===== config.mk =====
export PLATFORM = sky130hd
export DESIGN_NAME = pc_fetch_ctrl_flat
export DESIGN_NICKNAME = d
export VERILOG_FILES = /design/src/rtl/pc_fetch_ctrl_if.sv /design/src/rtl/pc_fetch_ctrl.sv /design/src/flat_wrapper.sv
export SDC_FILE = /design/constraint.sdc
export NUM_CORES = 1
export LEC_CHECK = 0
export ABC_AREA = 1
export CORE_MARGIN = 5
export CORE_UTILIZATION = 40
export CTS_CLUSTER_DIAMETER = 30
export DETAILED_ROUTE_END_ITERATION = 6
export PLACE_DENSITY = 0.69
export SETUP_SLACK_MARGIN = 0.15
export SKIP_LAST_GASP = 1
export SYNTH_ARGS = -nofsm -noshare
export SYNTH_HDL_FRONTEND = slang
export SYNTH_SLANG_ARGS = --single-unit

===== constraint.sdc =====
create_clock -name clk -period 2.5 [get_ports clk]
set_input_delay 0.5 -clock clk [delete_from_list [all_inputs] [get_ports clk]]
set_output_delay 0.5 -clock clk [all_outputs]
set_load 0.05 [all_outputs]

===== src/rtl/pc_fetch_ctrl_if.sv =====
// Fetch-stage control bundle: hazard/memory handshake, D/M redirect requests,
// and the fetch PC and status flags driven back by the sequencer.
interface pc_fetch_ctrl_if;
  logic        stall;
  logic        imem_ready;
  logic        br_req;
  logic [31:0] br_target;
  logic        j_req;
  logic [31:0] j_target;
  logic        eret_req;
  logic [31:0] epc;
  logic        exc_req;
  logic [31:0] f_pc;
  logic        f_valid;
  logic        f_flush;
  logic        f_adel;
  logic        redirect_pending;

  modport master (
    output stall, imem_ready, br_req, br_target, j_req, j_target,
           eret_req, epc, exc_req,
    input  f_pc, f_valid, f_flush, f_adel, redirect_pending
  );

  modport slave (
    input  stall, imem_ready, br_req, br_target, j_req, j_target,
           eret_req, epc, exc_req,
    output f_pc, f_valid, f_flush, f_adel, redirect_pending
  );
endinterface


===== src/rtl/pc_fetch_ctrl.sv =====
// F-stage PC sequencer: picks next PC among exception, eret, jump, branch,
// a buffered redirect and sequential advance; flags fetch address errors.
module pc_fetch_ctrl #(
  parameter logic [31:0] RESET_VEC = 32'h0000_3000,
  parameter logic [31:0] EXC_VEC   = 32'h0000_4180,
  parameter logic [31:0] IMEM_BASE = 32'h0000_3000,
  parameter logic [31:0] IMEM_TOP  = 32'h0000_6FFC
) (
  input  logic           clk,
  input  logic           reset,
  pc_fetch_ctrl_if.slave bus
);

  typedef enum logic {RUN = 1'b0, PEND = 1'b1} state_t;

  state_t      state_q,       state_d;
  logic [31:0] f_pc_q,        f_pc_d;
  logic        f_valid_q,     f_valid_d;
  logic [31:0] pend_target_q, pend_target_d;
  logic        f_flush;
  logic        adv;
  logic [31:0] redir_target;

  function automatic logic fetch_addr_bad(input logic [31:0] a);
    return (a[1:0] != 2'b00) || (a < IMEM_BASE) || (a > IMEM_TOP);
  endfunction

  assign adv          = f_valid_q & ~bus.stall & bus.imem_ready;
  assign redir_target = bus.j_req ? bus.j_target : bus.br_target;

  always_comb begin
    state_d       = state_q;
    f_pc_d        = f_pc_q;
    f_valid_d     = 1'b1;
    pend_target_d = pend_target_q;
    f_flush       = 1'b0;

    if (bus.exc_req) begin
      f_pc_d        = EXC_VEC;
      state_d       = RUN;
      pend_target_d = '0;
      f_flush       = 1'b1;
    end else if (bus.eret_req && !bus.stall) begin
      f_pc_d        = bus.epc;
      state_d       = RUN;
      pend_target_d = '0;
      f_flush       = 1'b1;
    end else if ((bus.j_req || bus.br_req) && !bus.stall) begin
      // D has moved past the branch; if F cannot take it now, remember it.
      if (bus.imem_ready) begin
        f_pc_d  = redir_target;
        state_d = RUN;
      end else begin
        pend_target_d = redir_target;
        state_d       = PEND;
      end
    end else if (adv) begin
      if (state_q == PEND) begin
        f_pc_d  = pend_target_q;
        state_d = RUN;
      end else begin
        f_pc_d = f_pc_q + 32'd4;
      end
    end
  end

  always_ff @(posedge clk or negedge reset) begin
    if (!reset) begin
      state_q       <= RUN;
      f_pc_q        <= RESET_VEC;
      f_valid_q     <= 1'b0;
      pend_target_q <= '0;
    end else begin
      state_q       <= state_d;
      f_pc_q        <= f_pc_d;
      f_valid_q     <= f_valid_d;
      pend_target_q <= pend_target_d;
    end
  end

  assign bus.f_pc             = f_pc_q;
  assign bus.f_valid          = f_valid_q;
  assign bus.f_flush          = f_flush;
  assign bus.f_adel           = f_valid_q & fetch_addr_bad(f_pc_q);
  assign bus.redirect_pending = (state_q == PEND);

endmodule


===== src/flat_wrapper.sv =====
// flat-port wrapper written by rule: the top's interface ports become plain ports
module pc_fetch_ctrl_flat 
#(
  parameter logic [31:0] RESET_VEC = 32'h0000_3000,
  parameter logic [31:0] EXC_VEC   = 32'h0000_4180,
  parameter logic [31:0] IMEM_BASE = 32'h0000_3000,
  parameter logic [31:0] IMEM_TOP  = 32'h0000_6FFC
)
  (clk, reset, bus_stall, bus_imem_ready, bus_br_req, bus_br_target, bus_j_req, bus_j_target, bus_eret_req, bus_epc, bus_exc_req, bus_f_pc, bus_f_valid, bus_f_flush, bus_f_adel, bus_redirect_pending);
  pc_fetch_ctrl_if bus_i ();
  input  logic clk;
  input  logic reset;
  input wire logic [$bits(bus_i.stall)-1:0] bus_stall;
  input wire logic [$bits(bus_i.imem_ready)-1:0] bus_imem_ready;
  input wire logic [$bits(bus_i.br_req)-1:0] bus_br_req;
  input wire logic [$bits(bus_i.br_target)-1:0] bus_br_target;
  input wire logic [$bits(bus_i.j_req)-1:0] bus_j_req;
  input wire logic [$bits(bus_i.j_target)-1:0] bus_j_target;
  input wire logic [$bits(bus_i.eret_req)-1:0] bus_eret_req;
  input wire logic [$bits(bus_i.epc)-1:0] bus_epc;
  input wire logic [$bits(bus_i.exc_req)-1:0] bus_exc_req;
  output wire logic [$bits(bus_i.f_pc)-1:0] bus_f_pc;
  output wire logic [$bits(bus_i.f_valid)-1:0] bus_f_valid;
  output wire logic [$bits(bus_i.f_flush)-1:0] bus_f_flush;
  output wire logic [$bits(bus_i.f_adel)-1:0] bus_f_adel;
  output wire logic [$bits(bus_i.redirect_pending)-1:0] bus_redirect_pending;
  assign bus_i.stall = bus_stall;
  assign bus_i.imem_ready = bus_imem_ready;
  assign bus_i.br_req = bus_br_req;
  assign bus_i.br_target = bus_br_target;
  assign bus_i.j_req = bus_j_req;
  assign bus_i.j_target = bus_j_target;
  assign bus_i.eret_req = bus_eret_req;
  assign bus_i.epc = bus_epc;
  assign bus_i.exc_req = bus_exc_req;
  assign bus_f_pc = bus_i.f_pc;
  assign bus_f_valid = bus_i.f_valid;
  assign bus_f_flush = bus_i.f_flush;
  assign bus_f_adel = bus_i.f_adel;
  assign bus_redirect_pending = bus_i.redirect_pending;
  pc_fetch_ctrl #(.RESET_VEC(RESET_VEC), .EXC_VEC(EXC_VEC), .IMEM_BASE(IMEM_BASE), .IMEM_TOP(IMEM_TOP)) u_core (.clk(clk), .reset(reset), .bus(bus_i));
endmodule

# Yosys cells after proc, flatten, opt, wreduce, memory -nomap -nowiden
# Index checks and enable logic that the tools add are counted.
[totals] regBits=66 latchBits=0 mem_bits_rw=0 rom_bits=0 in_bits=104 output_inout_bits=36 memories=0
[classes] addsub=1 multipliers=0 div=0 n_lt_le_gt_ge=2 eq_ne=2 shift=0 mux=18 bitwise_logic=4 n_reduce_logical=11
[ops] cell="32-bit 2-to-1 mux" count=11
[ops] cell="32-bit by 3-bit adder with 32-bit output, second input constant" count=1
[ops] cell="32-bit by 15-bit > comparator with 1-bit output, second input constant" count=1
[ops] cell="32-bit by 14-bit < comparator with 1-bit output, second input constant" count=1
[ops] cell="1-bit 2-to-1 mux" count=7
[ops] cell="4-bit by 3-bit != test with 1-bit output, second input constant" count=1
[ops] cell="2-bit AND reduction" count=2
[ops] cell="4-bit nonzero test" count=1
[ops] cell="1-bit bitwise AND" count=3
[ops] cell="1-bit logical OR" count=3
[ops] cell="3-bit by 1-bit != test with 1-bit output, second input constant" count=1
[ops] cell="3-bit nonzero test" count=1
[ops] cell="1-bit logical AND" count=2
[ops] cell="2-bit nonzero test" count=1
[ops] cell="1-bit logical NOT" count=1
[ops] cell="1-bit inverter" count=1

# Depth between registers and ports, before layout
# Gate-level depths: netlist (run 1).
[logic_depth] ltp_word=7 ltp_mapped=13

# Worst setup path after synthesis (run 1)
# Ideal clock, no wire load.
[synth_timing] path_kind="register to register" start="reg u_core.f_pc_q[3] (netlist: u_core.bus.f_pc[3])" end="reg u_core.f_pc_q[20] (netlist: u_core.bus.f_pc[20])" setup_time_ps=127 arrival_time_ps=1929 required_time_ps=2373 path_slack_ps=444 stages_incl_launch_ff=13 path_buffers=0 period_less_slack_ps=2056 cell_sequence="dfrtp_1 -> ha_1 -> nand2_1 -> nor2_2 -> nand2_1 -> nor2_1 -> nand2_1 -> nand2_1 -> nand3_1 -> nand2_1 -> nand2_1 -> nand2_1 -> o21ai_0"
[synth_via] elab_chain_cells=6
[synth_rtl] item="from (decl)" line="pc_fetch_ctrl.sv:17" text="logic [31:0] f_pc_q, f_pc_d;"
[synth_rtl] item="from (signal assigned)" line="pc_fetch_ctrl.sv:75" text="f_pc_q <= f_pc_d;"
[synth_rtl] item="32-bit by 3-bit adder with 32-bit output" line="pc_fetch_ctrl.sv:62" text="f_pc_d = f_pc_q + 32'd4;"
[synth_rtl] item="32-bit 2-to-1 mux" line="pc_fetch_ctrl.sv:58" text="if (state_q == PEND) begin"
[synth_rtl] item="32-bit 2-to-1 mux" line="pc_fetch_ctrl.sv:57" text="end else if (adv) begin"
[synth_rtl] item="32-bit 2-to-1 mux" line="pc_fetch_ctrl.sv:48" text="end else if ((bus.j_req || bus.br_req) && !bus.stall) begin"
[synth_rtl] item="32-bit 2-to-1 mux" line="pc_fetch_ctrl.sv:43" text="end else if (bus.eret_req && !bus.stall) begin"
[synth_rtl] item="32-bit 2-to-1 mux" line="pc_fetch_ctrl.sv:38" text="if (bus.exc_req) begin"
# No other way between the ends. The select of a mux whose other input is x is not followed.
# A chain may end at the register's enable or synchronous reset.

# Final worst setup path (run 1)
[layout_timing] start="reg u_core.f_pc_q[12] (netlist: u_core.bus.f_pc[12])" end="out bus_f_adel"
[layout_via] elab_chain_cells=4 elab_cells_between_ends=5 cone_classes="2 x order compare; 1 x bitwise; 2 x reduce/logical"
[layout_rtl] item="32-bit by 14-bit < comparator with 1-bit output" line="pc_fetch_ctrl.sv:25" text="return (a[1:0] != 2'b00) || (a < IMEM_BASE) || (a > IMEM_TOP);"
[layout_rtl] item="1-bit logical OR" line="pc_fetch_ctrl.sv:25"
[layout_rtl] item="1-bit logical OR (*)" line="pc_fetch_ctrl.sv:25"
[layout_rtl] item="1-bit bitwise AND (*)" line="pc_fetch_ctrl.sv:84" text="assign bus.f_adel = f_valid_q & fetch_addr_bad(f_pc_q);"
[layout_rtl] item="to (decl)" line="flat_wrapper.sv:25" text="output wire logic [$bits(bus_i.f_adel)-1:0] bus_f_adel;"
# Every way passes the cells marked *; elsewhere a longest branch is shown, timed or not.

==> results of run 1 <==
[per-stage QoR]
step	hold WS (ns)	area [µm²]
global route	0.226	6760
finish	0.183	6760
floorplan	0.204	4820
detailed placement	0.514	6410
global placement	0.502	6410
CTS	0.195	6760
[cells in the mapped netlist (all sizes together)]
cell / count / area (µm²)
xnor2: 4 / 35.0
dfrtp: 64 / 1600
a21o: 1 / 7.51
dfstp: 2 / 52.6
ha: 1 / 12.5
a21boi: 1 / 7.51
clkbuf: 27 / 101
a211oi: 1 / 7.51
o211ai: 2 / 15.0
a31oi: 3 / 18.8
nor4: 2 / 12.5
nand2: 284 / 1090
o2111ai: 3 / 26.3
conb: 1 / 3.75
mux2i: 8 / 80.1
nor2: 93 / 400
nand3: 47 / 248
buf: 10 / 67.6
o31ai: 1 / 21.3
o21ai: 51 / 267
nor3: 1 / 5.00
o21a: 1 / 7.51
inv: 65 / 244
and2: 3 / 18.8
xor2: 4 / 35.0
nand4: 2 / 12.5
o22ai: 12 / 75.1
a21oi: 58 / 290
nand3b: 7 / 52.6
[kinds of logic (layout without fill, tap and decap cells)]
kind of cell	count (synthesis)	after routing	synth area share
AND/OR/NAND/NOR	439	439	0.382
AO/OA/AOI/OAI	134	134	0.154
buffers and inverters	102	242	0.0857
flip-flops	66	66	0.343
XOR/XNOR	8	8	0.0145
multiplexers	8	8	0.0166
adder cells (fa/ha/maj)	1	1	0.00260
other	1	1	0.000779
[area by class of cell]
class                           instances  share of cell area
Sequential cell                        66               0.245
Tap cell                              147              0.0272
Inverter                               65              0.0361
Timing Repair Buffer                  161               0.234
Clock buffer                           10              0.0339
Clock inverter                          6              0.0170
Multi-Input combinational cell        591               0.408
[registers in the layout, indices dropped and copies added, names as in the netlist]
register and cells:
u_core.bus.f_pc 32, u_core.bus.redirect_pending 1, u_core.pend_target_q 32, u_core.bus.f_valid 1
[routing by layer]
layer	wire, µm	vias up	track usage
li1	-	2699	-
met3	1420	16	0.0424
met1	7750	2484	0.346
met5	0	-	0
met2	7780	229	0.374
met4	199	0	0.0594
[report_power, final]
part	internal, mW	switching [mW]	total, mW
sequential	1.16	0.135	1.29
combinational	0.487	0.784	1.27
clock	0.978	0.496	1.47
total	2.62	1.41	4.04
[worst register-to-register path: cells and delay by family, from the launching register on]
family / cells / cell delay, ns
simple gates: 11 / 1.36
flops: 1 / 0.41
fa+ha+maj: 1 / 0.20
[worst paths after layout]
kind,cells after the start,slack (ns),to
worst max-delay path,5,0.23,bus_f_adel
worst min-delay path,1,0.18,u_core.pend_target_q[0]
worst max register to register,12,0.42,u_core.bus.f_pc[26]
worst min register to register,2,0.53,u_core.bus.f_pc[13]
max in group asynchronous,2,1.61,u_core.bus.f_pc[12]
min in group clk,2,0.53,u_core.bus.f_pc[13]
==> metrics.md, run 1 <==
| Metric | Value |
|---|---|
| Status | completed |
| PwrDens | 597 nW/µm² |
| Final cell count without fillers | 1046 |
| Initial Util | 0.404 |
| MaxCap Viol Count | 0 |
| Ant. Diodes | 0 |
| Core area | 11900 µm² |
| DR vias | 5428 |
| Pre-antenna DRT Iters | 6 |
| Number of global-route vias before repair | 5163 |
| Worst Path Max Fanout | 5 |
| Commonest non-fill, non-tap cell in the layout | nand2_1 |
| CP Data Required Time | 2.00 ns |
| Final Hold Violating Endpoints | 0 |
| Setup crit start | u_core.bus.f_pc[12] |
| Nets@finish | 999 |
| Die Span Y | 120 µm |
| Ports | 140 |
| Clk pin slew, worst setup/hold paths | 0.06 ns |
| Mapped Nets | 864 |
| Worst EP arrival | 1.77 ns |
| CTS tree | done |
| Post-CTS sizing | 0 |
| Tot Pwr | 4.04 mW |
| CTS hold repair buffers | 0 |
| Most frequent cells in the layout | 282 x nand2_1, 135 x clkdlybuf4s50_1, 85 x nor2_1, 64 x dfrtp_1, 63 x inv_1 |
| Worst Tran Pin Value | 0.676 ns |
| RSZ-0062 raised after global routing | true |
| Final setup margin | 0.231 ns |
| Post-synthesis cell area | 4820 µm² |
| Initial antenna violation count | 0 |
| Avg Inst Size Synth | 6.35 µm² |
| Final Critical Period | 2.27 ns |
| Worst skew pair latency | 0.33 ns |
| Setup bufs post-CTS | 0 |
| Area of the multi-input gates | 2760 µm² |
| ANT nets after route | 0 |
| Peak supply drop | 0.322 mV |
| Drt via density | 5.19 |
| CP peak stage delay | 0.60 ns |
| Crit path max-delay family | flip-flops |
| CP startpoint kind | flop |
| Site row count | 40 |
| H-Tree Depth | 3 |
| Post-layout util | 0.568 |
| Critical Path End Type | output port |
| Fin Clk Skew | 0.00821 ns |
| Die extent in x | 120 µm |
| GRT Util Overall | 0.240 |
| Warnings, synthesis | 0 |
| Area Overhead vs Synth | 40.5% |
| Final Cycle Share | 0.908 |
| Fmax achieved | 0.441 GHz |
| Setup TNS | 0 ns |
| Clk root buf | clkbuf_16 |
| Final setup viols | 0 |
| First-pass GRT wire length | 27.5 mm |
| TritonCTS buffer count | 9 |
| Placed cell count | 1030 |
| Fillcell total | 1187 |
| Final Max Slew Viols | 0 |
| Post-DR wirelength/cell | 16.4 µm |
| CP Cell Sequence | nand2_1 -> a211oi_2 -> nand4_1 -> o21a_1 -> buf_4 |
| Sequential cell area | 1650 µm² |
| Pin count of the biggest net entering global routing | 42 |
| Max Root-Sink Buffers | 2 |
| Buffers on Ports | 139 |
| DPL Wire Length | 13.1 mm |
| CP Class | flop to output port |
| Layout cell share with drive strength beyond 1 | 0.0656 |
| Register area share after synthesis | 0.343 |
| Pleak | 3.07 nW |
| CP bufs+invs | 1 |
| Clk sinks | 66 |
| Congestion Overflow GR | 0 |
| Die area | 14300 µm² |
| DRC | 0 |
| Hold WC Path Type | primary input to asynchronous set/reset pin |
| Routability cong. | 0.937 |
| WL final | 17.2 mm |
| DP Worst Slack | 0.194 ns |
| Worst rel slew slack | 0.549 |
| Drt initial violations | 433 |
| Slowest CP cell | dfstp_2 |
| Synth cell types | 40 |
| Cells after Synth | 759 |
| Worst r2r src | u_core.bus.f_pc[3] |
| Synthesized flop and latch total | 66 |
(Power assumes the default switching activity.)
==> inputs of run 2 (changes only) <==
--- a/config.mk
+++ b/config.mk
@@ -5,12 +5,14 @@
 export SDC_FILE = /design/constraint.sdc
 export NUM_CORES = 1
 export LEC_CHECK = 0
-export ABC_AREA = 1
+export CAP_MARGIN = 20
+export CELL_PAD_IN_SITES_DETAIL_PLACEMENT = 0
+export CELL_PAD_IN_SITES_GLOBAL_PLACEMENT = 2
 export CORE_MARGIN = 5
-export CORE_UTILIZATION = 40
+export CORE_UTILIZATION = 29
 export CTS_CLUSTER_DIAMETER = 30
 export DETAILED_ROUTE_END_ITERATION = 6
-export PLACE_DENSITY = 0.69
+export PLACE_DENSITY_LB_ADDON = 0.1
 export SETUP_SLACK_MARGIN = 0.15
 export SKIP_LAST_GASP = 1
 export SYNTH_ARGS = -nofsm -noshare
==> metrics.md, run 2 <==
| Metric | Value |
|---|---|
| Status | completed (unchanged) |
| Core area | 15700 µm² (was 11900 µm²) |
| Final setup viols | 0 (unchanged) |
| Drt initial violations | 513 (was 433) |
| Tot Pwr | 3.35 mW (was 4.04 mW) |
| Fin Clk Skew | 0.00642 ns (was 0.00821 ns) |
| Congestion Overflow GR | 0 (unchanged) |
| Post-layout util | 0.432 (was 0.568) |
| Layout cell share with drive strength beyond 1 | 0.124 (was 0.0656) |
| Fmax achieved | 0.430 GHz (was 0.441 GHz) |
| Final Cycle Share | 0.930 (was 0.908) |
| Logic gate share of total power | 0.289 (was 0.315) |
| Sequential power share | 0.362 (was 0.320) |
| Initial antenna violation count | 0 (unchanged) |
| Most frequent cells in the layout | 132 x clkdlybuf4s50_1, 64 x dfrtp_1, 55 x nand2_1, 53 x o21ai_0 (was 282 x nand2_1, 135 x clkdlybuf4s50_1, 85 x nor2_1, 64 x dfrtp_1, 63 x inv_1) |
| Worst rel slew slack | 0.606 (was 0.549) |
| FFs w/ async S/R, synth | 1.00 (unchanged) |
| Yosys top cell area share | 0.348 (was 0.333) |
| Die extent in x | 136 µm (was 120 µm) |
| Avg Inst Size Synth | 8.33 µm² (was 6.35 µm²) |
| Die area | 18500 µm² (was 14300 µm²) |
| Pin count of the biggest net entering global routing | 67 (was 42) |
| Drt via density | 5.45 (was 5.19) |
| RR Endpoint | u_core.bus.f_pc[31] (was u_core.bus.f_pc[26]) |
| Int Pwr | 2.25 mW (was 2.62 mW) |
| Hold_ws | 0.190 ns (was 0.183 ns) |
| Mapped Nets | 657 (was 864) |
| Ant. Diodes | 0 (unchanged) |
| Peak supply drop | 0.285 mV (was 0.322 mV) |
| Final Critical Period | 2.32 ns (was 2.27 ns) |
| ANT nets after route | 0 (unchanged) |
| Crit path max-delay family | simple AND/OR/NAND/NOR gates (was flip-flops) |
| DRC | 0 (unchanged) |
| Ys flop type | dfrtp_1 (unchanged) |
| Max Root-Sink Buffers | 2 (unchanged) |
| Final Max Slew Viols | 0 (unchanged) |
| CP Cell Sequence | nor4_1 -> nand4_1 -> o31a_1 -> buf_4 (was nand2_1 -> a211oi_2 -> nand4_1 -> o21a_1 -> buf_4) |
| Placed cell count | 908 (was 1030) |
| Post-Place Cell Area | 6510 µm² (was 6410 µm²) |
| Critical Path End Type | output port (unchanged) |
| Post-synthesis cell area | 4600 µm² (was 4820 µm²) |
| Site row count | 46 (was 40) |
| CP Data Required Time | 2.00 ns (about the same) |
| Count leader, synth | dfrtp_1 (was nand2_1) |
| Post-DR wirelength/cell | 20.7 µm (was 16.4 µm) |
| Routability cong. | 0.852 (was 0.937) |
| Worst Tran Pin Value | 0.589 ns (was 0.676 ns) |
| Ports | 140 (unchanged) |
| Warnings, synthesis | 0 (unchanged) |
| Clk root buf | clkbuf_16 (unchanged) |
| TritonCTS buffer count | 9 (unchanged) |
| Initial Util | 0.293 (was 0.404) |
| CP Class | flop to output port (unchanged) |
| Top cells by area, synth | dfrtp_1 35%, mux2i_1 7.0%, o21ai_0 5.8% (was dfrtp_1 33%, nand2_1 22%, nor2_1 6.7%) |
| CP startpoint kind | flop (unchanged) |
| Pleak | 2.66 nW (was 3.07 nW) |
| CTS tree | done (unchanged) |
| First-pass GRT wire length | 29.8 mm (was 27.5 mm) |
| Die Span Y | 136 µm (was 120 µm) |
| Synth cell types | 69 (was 40) |
| Slowest CP cell | dfrtp_1 (was dfstp_2) |
| Commonest non-fill, non-tap cell in the layout | clkdlybuf4s50_1 (was nand2_1) |
| Clk sinks | 66 (unchanged) |
| MaxCap Viol Count | 0 (unchanged) |
| CP peak stage delay | 0.46 ns (was 0.60 ns) |
| RSZ-0062 raised after global routing | true (unchanged) |
| GRT Util Overall | 0.211 (was 0.240) |
| Cells after Synth | 552 (was 759) |
| Pre-antenna DRT Iters | 5 (was 6) |
| Sw frac | 0.328 (was 0.351) |
| DPL Wire Length | 14.5 mm (was 13.1 mm) |
| Worst Path Max Fanout | 6 (was 5) |
| Worst EP arrival | 1.82 ns (was 1.77 ns) |
| Clk pin slew, worst setup/hold paths | 0.05 ns (was 0.06 ns) |
| Post-Layout Inst Area | 6790 µm² (was 6760 µm²) |
| Register area share after synthesis | 0.360 (was 0.343) |
| FF-to-FF setup slack | 0.29 ns (was 0.42 ns) |
| Post-synth EDFFs | 0 (unchanged) |
| Yosys top cell by area | dfrtp_1 (unchanged) |
| Reg2Reg Depth | 6 (was 12) |
| Number of global-route vias before repair | 5038 (was 5163) |
| PwrDens | 493 nW/µm² (was 597 nW/µm²) |
| Final Hold Violating Endpoints | 0 (unchanged) |
| Hold WC Path Type | primary input to asynchronous set/reset pin (unchanged) |
| CTS hold repair buffers | 0 (unchanged) |
| Worst skew pair latency | 0.34 ns (was 0.33 ns) |
| Area Overhead vs Synth | 47.8% (was 40.5%) |
| DR vias | 5038 (was 5428) |
| Synthesized flop and latch total | 66 (unchanged) |
| Worst r2r src | u_core.bus.f_pc[13] (was u_core.bus.f_pc[3]) |
| WL final | 19.1 mm (was 17.2 mm) |
| Clk pwr share | 0.348 (was 0.365) |
| Final cell count without fillers | 924 (was 1046) |
| H-Tree Depth | 3 (unchanged) |
| Commonest cells in the netlist | 64 x dfrtp_1, 55 x nand2_1, 53 x o21ai_0 (was 282 x nand2_1, 86 x nor2_1, 64 x dfrtp_1) |
| Nets@finish | 808 (was 999) |
| CP bufs+invs | 1 (unchanged) |
| Buffers on Ports | 139 (unchanged) |
| NetSw | 1.10 mW (was 1.41 mW) |
[run 2: changes by cell type after synthesis, moves of 14 or more]
cell      change
o211ai_1     +14
nor3_1       +26
nand2_1     -227
nand3_1      -36
inv_1        -55
a21oi_1      -30
nor2_1       -43
mux2i_1      +24
[run 2: cells by family after synthesis]
kind of cell / after synthesis / share of synthesized area
flops: 66 / 0.360
buf+inv: 54 / 0.0471
fa+ha+maj: 1 / 0.00272
mux: 33 / 0.0721
other cells: 1 / 0.000816
xor+xnor: 13 / 0.0248
compound gates: 187 / 0.276
simple gates: 197 / 0.217
[run 2: what timing repair did]
item | in CTS | in global routing
pin swaps | 0 | 0
hold endpoints to repair | 0 | 0
resized for setup | 2 | 3
buffers inserted | 0 | 0
endpoints found under the setup margin | 2 | 5
[run 2: metal layers]
layer | part of all wire | track usage | up-vias
met5 | 0 | 0 | -
met4 | 0.011 | 0.0515 | 0
met3 | 0.066 | 0.0411 | 18
met2 | 0.44 | 0.306 | 191
met1 | 0.49 | 0.320 | 2431
li1 | - | - | 2398
[run 2: how the worst max path moves through the flow]
stage	from	to	slack, ns	depth (start not counted)
after floorplan	u_core.bus.f_pc[2]	u_core.bus.f_pc[22]	0.17	7
after global placement	bus_br_req	u_core.bus.f_pc[10]	-0.27	8
after detailed placement	bus_br_req	u_core.bus.f_pc[10]	-0.19	8
after CTS	u_core.bus.f_pc[24]	bus_f_adel	0.15	4
after global routing	u_core.bus.f_pc[13]	u_core.bus.f_pc[31]	0.06	6
final	u_core.bus.f_pc[21]	bus_f_adel	0.18	4
[run 2: worst reg2reg max path, cell delays in order, from the launching register on]
cell	delay (ns)
dfstp_2	0.61
nand4_4	0.16
nor4_2	0.34
buf_4	0.22
nand4_1	0.20
mux2_2	0.33
nor4_1	0.25
[run 2: metrics by stage]
stage | setup slack [ns] | setup TNS, ns
after floorplan | 0.172 | 0
after global placement | -0.270 | -0.291
after detailed placement | -0.186 | -0.197
after CTS | 0.153 | 0
after global routing | 0.0631 | 0
final | 0.175 | 0
[run 2: area by class of cell]
cell class	count	area, µm²
Fill cell	1584	8920
Multi-Input combinational cell	432	2750
Timing Repair Buffer	186	1830
Sequential cell	66	1650
Tap cell	216	270
Clock buffer	13	250
Inverter	8	30.0
Clock inverter	3	15.0
[run 2: power by group through the flow]
| stage | sequential [mW] | clock (mW) | combinational [mW] |
|---|---|---|---|
| after floorplan | 1.34 | 0 | 0.355 |
| after global placement | 1.23 | 0 | 0.966 |
| after detailed placement | 1.23 | 0 | 0.970 |
| after CTS | 1.21 | 1.20 | 0.973 |
| after global routing | 1.22 | 1.24 | 1.05 |
| final | 1.21 | 1.17 | 0.970 |
